--- src/rtl/load_store_unit32_if.sv ---
// Core-side request/response and byte-wide memory-side signals of the LSU.
// Valid/ready: a request transfers on the rising edge where req_valid and req_ready are both 1.
interface load_store_unit32_if;
  logic        req_valid;
  logic        req_ready;
  logic        req_write;
  logic [31:0] req_addr;
  logic [31:0] req_wdata;
  logic [2:0]  loadStoreMode;
  logic        resp_valid;
  logic [31:0] resp_data;
  logic        resp_err;
  logic        mem_req;
  logic        mem_we;
  logic [31:0] mem_addr;
  logic [7:0]  mem_wdata;
  logic [7:0]  mem_rdata;
  logic        mem_ack;

  // The LSU itself.
  modport slave (
    input  req_valid, req_write, req_addr, req_wdata, loadStoreMode, mem_rdata, mem_ack,
    output req_ready, resp_valid, resp_data, resp_err, mem_req, mem_we, mem_addr, mem_wdata
  );

  // The surrounding core and memory.
  modport master (
    output req_valid, req_write, req_addr, req_wdata, loadStoreMode, mem_rdata, mem_ack,
    input  req_ready, resp_valid, resp_data, resp_err, mem_req, mem_we, mem_addr, mem_wdata
  );
endinterface

--- src/rtl/load_store_unit32.sv ---
// Load/store unit: splits a 32-bit core access into big-endian byte transfers on an
// 8-bit memory port and reassembles/extends load data. All outputs come from flops.
module load_store_unit32 #(
  parameter int N = 32
) (
  input  logic                 clk,
  input  logic                 rst,
  load_store_unit32_if.slave   bus,
  output logic [1:0]           state_dbg
);

  typedef enum logic [1:0] {
    S_IDLE = 2'd0,
    S_XFER = 2'd1,
    S_DONE = 2'd2
  } state_t;

  state_t         state_q, state_d;
  logic           write_q, write_d;
  logic           err_q, err_d;
  logic [2:0]     mode_q, mode_d;
  logic [N-1:0]   addr_q, addr_d;
  logic [1:0]     k_q, k_d;
  logic [N-1:0]   acc_q, acc_d;
  logic [N-1:0]   sh_q, sh_d;

  logic [1:0]     last_k;
  logic [N-1:0]   preload;
  logic [N-1:0]   load_ext;

  always_comb begin
    last_k = 2'd3;
    case (mode_q[1:0])
      2'b00:   last_k = 2'd0;
      2'b01:   last_k = 2'd1;
      default: last_k = 2'd3;
    endcase
  end

  // Store data is left-justified so the top byte is always the next one to send.
  always_comb begin
    preload = bus.req_wdata;
    case (bus.loadStoreMode[1:0])
      2'b00:   preload = bus.req_wdata << 24;
      2'b01:   preload = bus.req_wdata << 16;
      default: preload = bus.req_wdata;
    endcase
  end

  always_comb begin
    state_d = state_q;
    write_d = write_q;
    err_d   = err_q;
    mode_d  = mode_q;
    addr_d  = addr_q;
    k_d     = k_q;
    acc_d   = acc_q;
    sh_d    = sh_q;
    case (state_q)
      S_IDLE: begin
        if (bus.req_valid) begin
          write_d = bus.req_write;
          mode_d  = bus.loadStoreMode;
          addr_d  = bus.req_addr;
          k_d     = 2'd0;
          acc_d   = '0;
          sh_d    = preload;
          if (bus.loadStoreMode[1:0] == 2'b11) begin
            err_d   = 1'b1;
            state_d = S_DONE;
          end else begin
            err_d   = 1'b0;
            state_d = S_XFER;
          end
        end
      end
      S_XFER: begin
        if (bus.mem_ack) begin
          k_d    = k_q + 2'd1;
          addr_d = addr_q + 32'd1;
          sh_d   = sh_q << 8;
          if (!write_q) acc_d = {acc_q[N-9:0], bus.mem_rdata};
          if (k_q == last_k) state_d = S_DONE;
        end
      end
      S_DONE: begin
        state_d = S_IDLE;
      end
      default: begin
        state_d = S_IDLE;
      end
    endcase
  end

  always_ff @(posedge clk or posedge rst) begin
    if (rst) begin
      state_q <= S_IDLE;
      write_q <= 1'b0;
      err_q   <= 1'b0;
      mode_q  <= 3'd0;
      addr_q  <= '0;
      k_q     <= 2'd0;
      acc_q   <= '0;
      sh_q    <= '0;
    end else begin
      state_q <= state_d;
      write_q <= write_d;
      err_q   <= err_d;
      mode_q  <= mode_d;
      addr_q  <= addr_d;
      k_q     <= k_d;
      acc_q   <= acc_d;
      sh_q    <= sh_d;
    end
  end

  // mode_q[2] set means zero-extend; otherwise the top received bit is replicated.
  always_comb begin
    load_ext = acc_q;
    case (mode_q[1:0])
      2'b00:   load_ext = {{24{~mode_q[2] & acc_q[7]}}, acc_q[7:0]};
      2'b01:   load_ext = {{16{~mode_q[2] & acc_q[15]}}, acc_q[15:0]};
      default: load_ext = acc_q;
    endcase
  end

  assign bus.req_ready  = (state_q == S_IDLE);
  assign bus.mem_req    = (state_q == S_XFER);
  assign bus.mem_we     = (state_q == S_XFER) & write_q;
  assign bus.mem_addr   = addr_q;
  assign bus.mem_wdata  = sh_q[N-1:N-8];
  assign bus.resp_valid = (state_q == S_DONE);
  assign bus.resp_err   = (state_q == S_DONE) & err_q;
  assign bus.resp_data  = ((state_q == S_DONE) && !err_q && !write_q) ? load_ext : '0;
  assign state_dbg      = state_q;

endmodule

--- src/flat_wrapper.sv ---
// flat-port wrapper written by rule: the top's interface ports become plain ports
module load_store_unit32_flat 
#(
  parameter int N = 32
)
  (clk, rst, state_dbg, bus_req_valid, bus_req_write, bus_req_addr, bus_req_wdata, bus_loadStoreMode, bus_mem_rdata, bus_mem_ack, bus_req_ready, bus_resp_valid, bus_resp_data, bus_resp_err, bus_mem_req, bus_mem_we, bus_mem_addr, bus_mem_wdata);
  load_store_unit32_if bus_i ();
  input  logic clk;
  input  logic rst;
  output logic [1:0] state_dbg;
  input wire logic [$bits(bus_i.req_valid)-1:0] bus_req_valid;
  input wire logic [$bits(bus_i.req_write)-1:0] bus_req_write;
  input wire logic [$bits(bus_i.req_addr)-1:0] bus_req_addr;
  input wire logic [$bits(bus_i.req_wdata)-1:0] bus_req_wdata;
  input wire logic [$bits(bus_i.loadStoreMode)-1:0] bus_loadStoreMode;
  input wire logic [$bits(bus_i.mem_rdata)-1:0] bus_mem_rdata;
  input wire logic [$bits(bus_i.mem_ack)-1:0] bus_mem_ack;
  output wire logic [$bits(bus_i.req_ready)-1:0] bus_req_ready;
  output wire logic [$bits(bus_i.resp_valid)-1:0] bus_resp_valid;
  output wire logic [$bits(bus_i.resp_data)-1:0] bus_resp_data;
  output wire logic [$bits(bus_i.resp_err)-1:0] bus_resp_err;
  output wire logic [$bits(bus_i.mem_req)-1:0] bus_mem_req;
  output wire logic [$bits(bus_i.mem_we)-1:0] bus_mem_we;
  output wire logic [$bits(bus_i.mem_addr)-1:0] bus_mem_addr;
  output wire logic [$bits(bus_i.mem_wdata)-1:0] bus_mem_wdata;
  assign bus_i.req_valid = bus_req_valid;
  assign bus_i.req_write = bus_req_write;
  assign bus_i.req_addr = bus_req_addr;
  assign bus_i.req_wdata = bus_req_wdata;
  assign bus_i.loadStoreMode = bus_loadStoreMode;
  assign bus_i.mem_rdata = bus_mem_rdata;
  assign bus_i.mem_ack = bus_mem_ack;
  assign bus_req_ready = bus_i.req_ready;
  assign bus_resp_valid = bus_i.resp_valid;
  assign bus_resp_data = bus_i.resp_data;
  assign bus_resp_err = bus_i.resp_err;
  assign bus_mem_req = bus_i.mem_req;
  assign bus_mem_we = bus_i.mem_we;
  assign bus_mem_addr = bus_i.mem_addr;
  assign bus_mem_wdata = bus_i.mem_wdata;
  load_store_unit32 #(.N(N)) u_core (.clk(clk), .rst(rst), .bus(bus_i), .state_dbg(state_dbg));
endmodule
--- config.mk ---
export PLATFORM = sky130hd
export DESIGN_NAME = load_store_unit32_flat
export DESIGN_NICKNAME = d
export VERILOG_FILES = /design/src/rtl/load_store_unit32_if.sv /design/src/rtl/load_store_unit32.sv /design/src/flat_wrapper.sv
export SDC_FILE = /design/constraint.sdc
export NUM_CORES = 1
export LEC_CHECK = 0
export ABC_AREA = 1
export CAP_MARGIN = 20
export CORE_ASPECT_RATIO = 0.5
export CORE_MARGIN = 3
export CORE_UTILIZATION = 43
export CTS_CLUSTER_DIAMETER = 40
export DETAILED_ROUTE_END_ITERATION = 10
export PLACE_DENSITY = 0.8
export SETUP_SLACK_MARGIN = 0.02
export SLEW_MARGIN = 10
export SYNTH_ARGS = -nofsm -noshare
export SYNTH_HDL_FRONTEND = slang
export SYNTH_SLANG_ARGS = --single-unit
--- constraint.sdc ---
create_clock -name clk -period 11.86 [get_ports clk]
set_input_delay 3.558 -clock clk [delete_from_list [all_inputs] [get_ports clk]]
set_output_delay 3.558 -clock clk [all_outputs]
set_load 0.01 [all_outputs]
==> results.py, run 1 <==
metrics = {
    "outcome": {
        "result_of_the_run": "completed",
    },
    "timing": {
        "hold_violations": 0,
        "final_max_slew_viol_count": 0,
        "report.final.setup_viol": 0,
        "setup_repair_after_global_routing_missed_its_margin": "no",
        "finalClockSkew_ns": 0.00719,
        "slew-limit-headroom_pct": 37.7,
        "fin_hold_ws_ns": 0.482,
        "min_period_over_period_pct": 54.2,
        "period_minus_slack_ns": 6.43,
        "max_slew.worst_pin.slew_ns": 0.934,
        "clock.fmax_mhz": 156,
        "setup_total_negative_slack_ns": 0,
    },
    "cts": {
        "clock_tree_from_tritoncts": "done",
        "cts_made_buffers": 9,
        "cts_max_level": 3,
        "ctsRootBufferMaster": "clkbuf_16",
        "clock_insertion_delay_worst_skew_ns": 0.35,
        "post_cts_sizing_count": 0,
        "longest_clk_path_bufs": 2,
        "clk_transition_reported_paths_ns": 0.08,
        "setup_bufs_post_cts": 0,
        "clock_tree_sinks": 105,
        "cts_hold_repair.buffers": 0,
    },
    "place": {
        "final_weighted_congestion_in_routability_driven_placement": 0.946,
        "portBuffers": 158,
        "dp.cells": 1156,
        "detailedPlacementHpwl_um": 12400,
    },
    "floorplanning": {
        "io_pins": 159,
        "core-area_um2": 13200,
        "die-height_um": 89.7,
        "starting_density_pct": 45.7,
        "die-width_um": 173,
        "design.die.area_um2": 15500,
        "core.rowCount": 29,
    },
    "detailed_routing": {
        "first_pass_iters": 6,
        "detailed_route_vias_per_instance": 5.25,
        "route.detailed.wl_per_inst_um": 15.0,
        "route.detailed.drc": 0,
        "postRouteAntennaNets": 0,
        "routed_wl_um": 17500,
        "drt_iter0_drc": 626,
        "routed_vias": 6152,
    },
    "global_route": {
        "grt_max_degree": 101,
        "grt_first_pass_wirelength_um": 28700,
        "antenna_found_initial": 0,
        "global_route.overflow_total": 0,
        "grt_use_total_pct": 22.7,
        "first_global_vias": 5759,
    },
    "power": {
        "total_leakage_power_nw": 3.38,
        "worst_supply_voltage_drop_on_vdd_mv": 0.113,
        "power_per_cell_area_nw_per_um2": 234,
    },
    "layout": {
        "drive_above_1_share_pct": 3.75,
        "stdcell_count": 1172,
        "num_antenna_cells": 0,
        "area.growth.synth_to_final_pct": 31.9,
        "fin_nets": 1062,
    },
    "logic_synthesis": {
        "syn_area_per_cell_um2": 7.03,
        "synth_async_sr_flop_share_pct": 100,
        "netlist_instances": 856,
        "synth_nets": 937,
        "post_synth_num_cell_types": 36,
        "seq_area_frac_synth_pct": 43.7,
        "yosysWarnings": 0,
        "synth-edff-count": 0,
        "netlist_area_um2": 6020,
        "synth-seq-cells": 105,
        "synthFlopType": "dfrtp_1",
    },
    "worst_setup_path": {
        "cp.required_ns": 8.30,
        "startpoint": "u_core.mode_q[1]$_DFFE_PP0P_",
        "r2r_cells": 10,
        "timing.critical_path.to_type": "output port",
        "kind_of_critical_path": "flop to output port",
        "worst-path-max-fanout": 20,
        "crit_arrival_ns": 2.87,
        "critPathLaunchType": "flop",
        "critical_path.reg2reg.startpoint": "u_core.state_dbg[0]$_DFFE_PP0P_",
    },
    "worst_hold_path": {
        "min-delay-path-class": "flop to flop",
        "min_delay_path_depth": 2,
        "worst_hold_startpoint": "u_core.sh_q[17]$_DFFE_PP0P_",
    },
    "flow_run": {
        "timing.max_cap.violations": 0,
    },
}
metal layers:
metal | track usage [%] | part of all wire [%] | up-vias
met2 | 37.8 | 47 | 209
li1 | - | - | 3022
met5 | 0 | 0 | -
met3 | 3.65 | 6.3 | 25
met1 | 31.4 | 45 | 2896
met4 | 6.25 | 1.5 | 0
critical path, stage by stage (launching register included):
cell and delay (ns):
dfrtp_1 0.64, nor2_1 0.29, nand3_1 0.30, nand2_1 0.15, nand2_1 0.32, a21oi_1 0.25
clkdlybuf4s50_1 0.57
state kept, by name (all words and copies together), names as in the netlist:
signal,flops
u_core.acc_q,32
u_core.bus.mem_addr,32
u_core.err_q,1
u_core.k_q,2
u_core.mode_q,3
u_core.sh_q,32
u_core.state_dbg,2
u_core.write_q,1
path summary, 6_finish.rpt:
kind,endpoint,slack (ns)
setup reg to reg,u_core.bus.mem_addr[11]$_DFFE_PP0P_,7.56
min in group asynchronous,u_core.bus.mem_addr[22]$_DFFE_PP0P_,3.60
hold / removal,u_core.sh_q[17]$_DFFE_PP0P_,0.48
setup / recovery,bus_resp_data[23],5.43
hold reg to reg,u_core.sh_q[17]$_DFFE_PP0P_,0.48
max in group asynchronous,u_core.bus.mem_addr[0]$_DFFE_PP0P_,7.03
logic make-up (layout without fill, tap and decap cells):
group | after synthesis | count (layout) | synth area share (%)
AND/OR/NAND/NOR | 410 | 410 | 27.9
AO/OA/AOI/OAI | 197 | 197 | 17.9
buffers and inverters | 139 | 269 | 9.75
flip-flops | 105 | 105 | 43.7
XOR/XNOR | 3 | 3 | 0.437
adder cells (fa/ha/maj) | 1 | 1 | 0.208
multiplexers | 1 | 1 | 0.187
power by group:
group	internal, mW	switching (mW)
Sequential	0.506	0.151
Clock	0.151	0.142
Combinational	0.364	0.542
Yosys cell counts, types with 2 or more instances:
cell type  count  area share [%]
nand2_1      219              14
nor2_1       107             6.7
dfrtp_1      105              44
o21ai_0      104             8.6
inv_1         85             5.3
nand3_1       68             5.7
a21oi_1       56             4.7
clkbuf_1      16             1.0
buf_2         15             1.2
buf_4         12             1.5
a22oi_1        9             1.1
o31ai_1        8             1.0
o22ai_1        6            0.62
a211oi_1       5            0.62
buf_1          5            0.31
inv_2          4            0.25
nor2_2         4            0.42
nand4_1        3            0.31
o21bai_1       3            0.37
a31oi_1        2            0.21
and2_1         2            0.21
nand3b_1       2            0.25
o21a_1         2            0.25
xor2_1         2            0.29
per-stage QoR:
| stage | total power, mW | utilization, % | area, um2 | setup WS [ns] |
|---|---|---|---|---|
| after floorplan | 1.23 | - | 6020 | 5.54 |
| after global placement | 1.52 | 57.9 | 7630 | 5.72 |
| after detailed placement | 1.56 | 58.1 | 7650 | 5.65 |
| after CTS | 1.86 | 60.3 | 7940 | 5.42 |
| after global routing | 2.01 | 60.3 | 7940 | 5.17 |
| final | 1.86 | 60.3 | 7940 | 5.43 |
placed cells by master, fill, tap and decap left out, types with 4 or more instances in the layout:
master / netlist / final
inv_1: 85 / 84
dfrtp_1: 105 / 105
a22oi_1: 9 / 9
a211oi_1: 5 / 5
clkbuf_16: 0 / 9
clkdlybuf4s50_1: 0 / 158
nand2_1: 219 / 219
inv_2: 4 / 4
o22ai_1: 6 / 6
nor2_1: 107 / 107
o31ai_1: 8 / 8
a21oi_1: 56 / 56
buf_4: 12 / 4
nand3_1: 68 / 68
o21ai_0: 104 / 104
area by class of cell:
cell class	instances	area [um2]
multi-input cells	612	2820
repair buffers	163	1630
flip-flops and latches	105	2630
clock buffers	10	239
fillers	1196	5230
inverters	90	340
well taps	186	233
clock inverters	6	52.6
No activity file was read; power rests on OpenSTA's default activity.
==> run 2: changes to the inputs <==
clock period = 6.7 ns   (was 11.86 ns; I/O delays follow)
==> results.py, run 2 (synthesis gave the netlist of run 1 again) <==
metrics = {
    "outcome": {
        "result_of_the_run": "completed",
    },
    "worst_setup_path": {
        "cp_cell_sequence": "nor2_1 -> nand3_1 -> nand2_1 -> nand2_1 -> a21oi_1 -> clkdlybuf4s50_1",
        "cp.required_ns": 4.69,
        "slowest_delay_ns": 0.64,
        "kind_of_critical_path": "flop to output port",
        "worst-path-max-fanout": 20,
        "timing.critical_path.slowest_stage_cell": "dfrtp_1",
        "timing.critical_path.to_type": "output port",
        "critical-path-top-cell-by-count": "nand2_1",
        "r2r_cells": 9,
        "crit_arrival_ns": 3.01,
        "critPathLaunchType": "flop",
    },
    "detailed_routing": {
        "first_pass_iters": 5,
        "routed_vias": 6200,
        "detailed_route_vias_per_instance": 5.29,
        "route.detailed.drc": 0,
        "route.detailed.wl_per_inst_um": 15.2,
        "routed_wl_um": 17900,
        "drt_iter0_drc": 636,
        "postRouteAntennaNets": 0,
    },
    "power": {
        "total_leakage_power_nw": 3.37,
        "power_per_cell_area_nw_per_um2": 414,
        "worst_supply_voltage_drop_on_vdd_mv": 0.243,
    },
    "global_route": {
        "first_global_vias": 5592,
        "grt_first_pass_wirelength_um": 28000,
        "grt_max_degree": 86,
        "global_route.overflow_total": 0,
        "antenna_found_initial": 0,
        "grt_use_total_pct": 22.3,
    },
    "cts": {
        "post_cts_sizing_count": 0,
        "clock_insertion_delay_worst_skew_ns": 0.35,
        "longest_clk_path_bufs": 2,
        "clk_transition_reported_paths_ns": 0.08,
        "cts_max_level": 3,
        "clock_tree_from_tritoncts": "done",
        "setup_bufs_post_cts": 0,
        "cts_hold_repair.buffers": 0,
        "cts_made_buffers": 9,
        "ctsRootBufferMaster": "clkbuf_16",
        "clock_tree_sinks": 105,
    },
    "place": {
        "portBuffers": 158,
        "final_weighted_congestion_in_routability_driven_placement": 0.885,
        "place_area_um2": 7630,
        "pre_cts_setup_slack_ns": 2.09,
        "detailedPlacementHpwl_um": 12400,
    },
    "layout": {
        "final_cell_area_um2": 7930,
        "area.growth.synth_to_final_pct": 31.8,
        "fillerInstances": 1178,
        "most_frequent_standard_cell_in_the_layout_excluding_fill_and_tap_cells": "nand2_1",
        "mostFrequentLayoutCells": "nand2_1 (219), clkdlybuf4s50_1 (158), nor2_1 (107)",
        "drive_above_1_share_pct": 3.65,
        "fin_nets": 1062,
        "num_antenna_cells": 0,
    },
    "timing": {
        "report.final.setup_viol": 0,
        "setup_total_negative_slack_ns": 0,
        "fin_ws_ns": 1.68,
        "hold_violations": 0,
        "slew-limit-headroom_pct": 38.1,
        "setup_repair_after_global_routing_missed_its_margin": "no",
        "fin_hold_ws_ns": 0.480,
        "period_minus_slack_ns": 5.02,
        "finalClockSkew_ns": 0.00865,
        "clock.fmax_mhz": 199,
        "min_period_over_period_pct": 74.9,
        "final_max_slew_viol_count": 0,
        "max_slew.worst_pin.slew_ns": 0.929,
    },
    "flow_run": {
        "timing.max_cap.violations": 0,
    },
    "worst_hold_path": {
        "min_delay_path_depth": 2,
        "min-delay-path-class": "flop to flop",
    },
    "floorplanning": {
        "io_pins": 159,
        "starting_density_pct": 45.7,
        "design.die.area_um2": 15500,
        "die-width_um": 173,
        "core.rowCount": 29,
        "core-area_um2": 13200,
        "die-height_um": 89.7,
    },
}
-- run 2: changes by cell type in the layout (fill, tap and decap cells not counted) --
cell / before / now
clkinv_4: 3 / 1
clkbuf_8: 1 / 0
buf_12: 1 / 0
buf_16: 0 / 1
inv_6: 0 / 2
-- run 2: per-stage QoR --
stage	util (%)	total power [mW]	cells
floorplan	-	2.17	856
global placement	57.9	2.70	1155
detailed placement	57.9	2.75	1155
CTS	60.0	3.26	1170
global route	60.2	3.55	1171
finish	60.2	3.29	1171
-- run 2: layer usage --
layer / wire [um] / up-vias / GRT usage [%]
met4: 286 / 0 / 6.17
li1: - / 3023 / -
met2: 8360 / 233 / 37.2
met3: 1190 / 21 / 3.74
met5: 0 / - / 0
met1: 8030 / 2923 / 30.7
-- run 2: worst max-delay path, delay by kind of cell, from the launching register on --
family / cells / cell delay, ns
compound gates: 1 / 0.30
flops: 1 / 0.64
buf+inv: 1 / 0.58
simple gates: 4 / 1.15
-- run 2: layout make-up --
type | count | area [um2] | area share [%]
clock buffer | 9 | 225 | 2.84
clock inverter | 6 | 52.6 | 0.662
inverter | 90 | 340 | 4.29
multi-input combinational | 612 | 2820 | 35.5
sequential | 105 | 2630 | 33.1
tap | 186 | 233 | 2.93
timing repair buffer | 163 | 1640 | 20.7
-- run 2: path summary, 6_finish.rpt --
kind,slack [ns],endpoint,start
max in group asynchronous,3.44,u_core.state_dbg[1]$_DFFE_PP0P_,rst
worst min register to register,0.48,u_core.sh_q[11]$_DFFE_PP0P_,u_core.sh_q[11]$_DFFE_PP0P_
worst max-delay path,1.68,bus_resp_data[16],u_core.mode_q[1]$_DFFE_PP0P_
worst max register to register,2.96,u_core.bus.mem_addr[5]$_DFFE_PP0P_,u_core.state_dbg[0]$_DFFE_PP0P_
worst min-delay path,0.48,u_core.sh_q[11]$_DFFE_PP0P_,u_core.sh_q[11]$_DFFE_PP0P_
min in group asynchronous,2.19,u_core.bus.mem_addr[29]$_DFFE_PP0P_,rst
-- run 2: report_power, final --
part,switching [mW],internal [mW]
registers,0.272,0.895
clock network,0.249,0.256
logic,0.964,0.650
==> run 3: changes to the inputs <==
PLACE_DENSITY = 0.83   (was 0.8)
clock period = 4.2 ns   (was 6.7 ns; I/O delays follow)
==> results.py, run 3 (synthesis gave the netlist of run 1 again) <==
metrics = {
    "outcome": {
        "result_of_the_run": "completed",
    },
    "layout": {
        "most_frequent_standard_cell_in_the_layout_excluding_fill_and_tap_cells": "nand2_1",
        "final_cell_area_um2": 7950,
        "multi_input_comb_area_um2": 2820,
        "drive_above_1_share_pct": 4.14,
        "regArea_um2": 2630,
        "num_antenna_cells": 0,
        "fin_nets": 1066,
        "fillerInstances": 1199,
        "mostFrequentLayoutCells": "nand2_1 (219), clkdlybuf4s50_1 (158), nor2_1 (107)",
        "area.growth.synth_to_final_pct": 32.1,
    },
    "floorplanning": {
        "io_pins": 159,
        "design.die.area_um2": 15500,
        "die-width_um": 173,
        "die-height_um": 89.7,
        "core.rowCount": 29,
        "starting_density_pct": 45.7,
        "core-area_um2": 13200,
    },
    "worst_hold_path": {
        "worst_hold_startpoint": "u_core.sh_q[19]$_DFFE_PP0P_",
        "min-delay-path-class": "flop to flop",
        "min_delay_worst_endpoint": "u_core.sh_q[19]$_DFFE_PP0P_",
        "min_delay_path_depth": 2,
    },
    "timing": {
        "min_period_over_period_pct": 91.6,
        "report.final.setup_viol": 0,
        "max_slew.worst_pin.slew_ns": 0.908,
        "period_minus_slack_ns": 3.85,
        "finalClockSkew_ns": 0.00749,
        "slew-limit-headroom_pct": 39.5,
        "setup_repair_after_global_routing_missed_its_margin": "no",
        "setup_total_negative_slack_ns": 0,
        "hold_violations": 0,
        "clock.fmax_mhz": 260,
        "final_max_slew_viol_count": 0,
    },
    "cts": {
        "setup_bufs_post_cts": 0,
        "clock_insertion_delay_worst_skew_ns": 0.35,
        "cts_made_buffers": 9,
        "cts_hold_repair.buffers": 0,
        "post_cts_sizing_count": 0,
        "cts_max_level": 3,
        "clock_tree_sinks": 105,
        "clk_transition_reported_paths_ns": 0.08,
        "ctsRootBufferMaster": "clkbuf_16",
        "longest_clk_path_bufs": 2,
        "clock_tree_from_tritoncts": "done",
    },
    "flow_run": {
        "timing.max_cap.violations": 0,
    },
    "detailed_routing": {
        "postRouteAntennaNets": 0,
        "first_pass_iters": 5,
        "routed_vias": 6136,
        "detailed_route_vias_per_instance": 5.22,
        "route.detailed.wl_per_inst_um": 15.0,
        "route.detailed.drc": 0,
        "routed_wl_um": 17700,
        "drt_iter0_drc": 619,
    },
    "place": {
        "final_weighted_congestion_in_routability_driven_placement": 0.909,
        "place_area_um2": 7670,
        "portBuffers": 158,
        "detailedPlacementHpwl_um": 12700,
    },
    "worst_setup_path": {
        "critical-path-top-cell-by-count": "nand2_1",
        "critical_path.reg2reg.startpoint": "u_core.state_dbg[0]$_DFFE_PP0P_",
        "cp_cell_sequence": "nor2_1 -> nand3_1 -> nand2_1 -> nand2_1 -> a21oi_1 -> clkdlybuf4s50_1",
        "timing.critical_path.to_type": "output port",
        "slowest_delay_ns": 0.57,
        "timing.critical_path.slowest_stage_cell": "clkdlybuf4s50_1",
        "timing.critical_path.buf_inv": 1,
        "r2r_cells": 9,
        "path_delay_family": "simple AND/OR/NAND/NOR gates",
        "critPathLaunchType": "flop",
        "startpoint": "u_core.mode_q[0]$_DFFE_PP0P_",
        "cp.required_ns": 2.94,
        "kind_of_critical_path": "flop to output port",
        "worst-path-max-fanout": 16,
        "crit_arrival_ns": 2.59,
        "r2r_setup_slk_ns": 1.63,
        "worst_r2r_endpoint": "u_core.bus.mem_addr[14]$_DFFE_PP0P_",
    },
    "global_route": {
        "global_route.overflow_total": 0,
        "antenna_found_initial": 0,
        "grt_max_degree": 99,
        "grt_first_pass_wirelength_um": 28500,
        "first_global_vias": 5771,
        "grt_use_total_pct": 22.5,
    },
    "power": {
        "power_per_cell_area_nw_per_um2": 660,
        "worst_supply_voltage_drop_on_vdd_mv": 0.390,
        "total_leakage_power_nw": 3.40,
    },
}
-- run 3: cell types whose count changed in the layout (fill, tap and decap cells not counted) --
cell and delta:
buf_4 +5, clkinvlp_4 -1, clkinv_2 +1, inv_8 +1
buf_16 -1
-- run 3: area by class of cell --
cell class | instances | share of cell area [%]
timing repair buffer | 167 | 20.7
clock inverter | 7 | 0.771
clock buffer | 9 | 2.83
multi-input combinational | 612 | 35.4
inverter | 90 | 4.28
tap | 186 | 2.93
sequential | 105 | 33.0
-- run 3: worst max path at each step --
stage	to	slack [ns]	depth (start not counted)
4_1_cts	bus_resp_data[17]	0.39	6
6_report	bus_resp_data[17]	0.35	6
3_3_place_gp	bus_resp_data[30]	0.94	6
2_1_floorplan	u_core.acc_q[0]$_DFFE_PP0P_	0.18	1
5_1_grt	bus_resp_data[16]	0.19	6
3_5_place_dp	bus_resp_data[17]	0.76	6
-- run 3: tightest hold or removal path, delay by kind of cell (launching register included) --
kind            cells  cell delay, ns
compound gates      1            0.06
simple gates        1            0.05
flops               1            0.34
-- run 3: power by group --
part | internal (mW) | switching, mW | total (mW)
clock network | 0.416 | 0.414 | 0.830
logic | 1.02 | 1.56 | 2.59
registers | 1.43 | 0.400 | 1.83
-- run 3: routing by layer --
| metal | part of all wire [%] | track usage, % |
|---|---|---|
| met1 | 44 | 29.8 |
| met2 | 48 | 39.3 |
| met3 | 6.8 | 4.66 |
| met4 | 1.0 | 4.78 |
| met5 | 0 | 0 |
-- run 3: per-stage QoR --
| stage | utilization (%) | cells | hold WS (ns) | setup WS, ns | total power, mW |
|---|---|---|---|---|---|
| finish | 60.4 | 1176 | 0.482 | 0.352 | 5.25 |
| global route | 60.4 | 1176 | 0.507 | 0.187 | 5.68 |
| CTS | 60.4 | 1176 | 0.487 | 0.391 | 5.25 |
| detailed placement | 58.2 | 1160 | 0.468 | 0.765 | 4.41 |
| global placement | 58.2 | 1160 | 0.460 | 0.942 | 4.33 |
| floorplan | - | 856 | 0.448 | 0.179 | 3.46 |
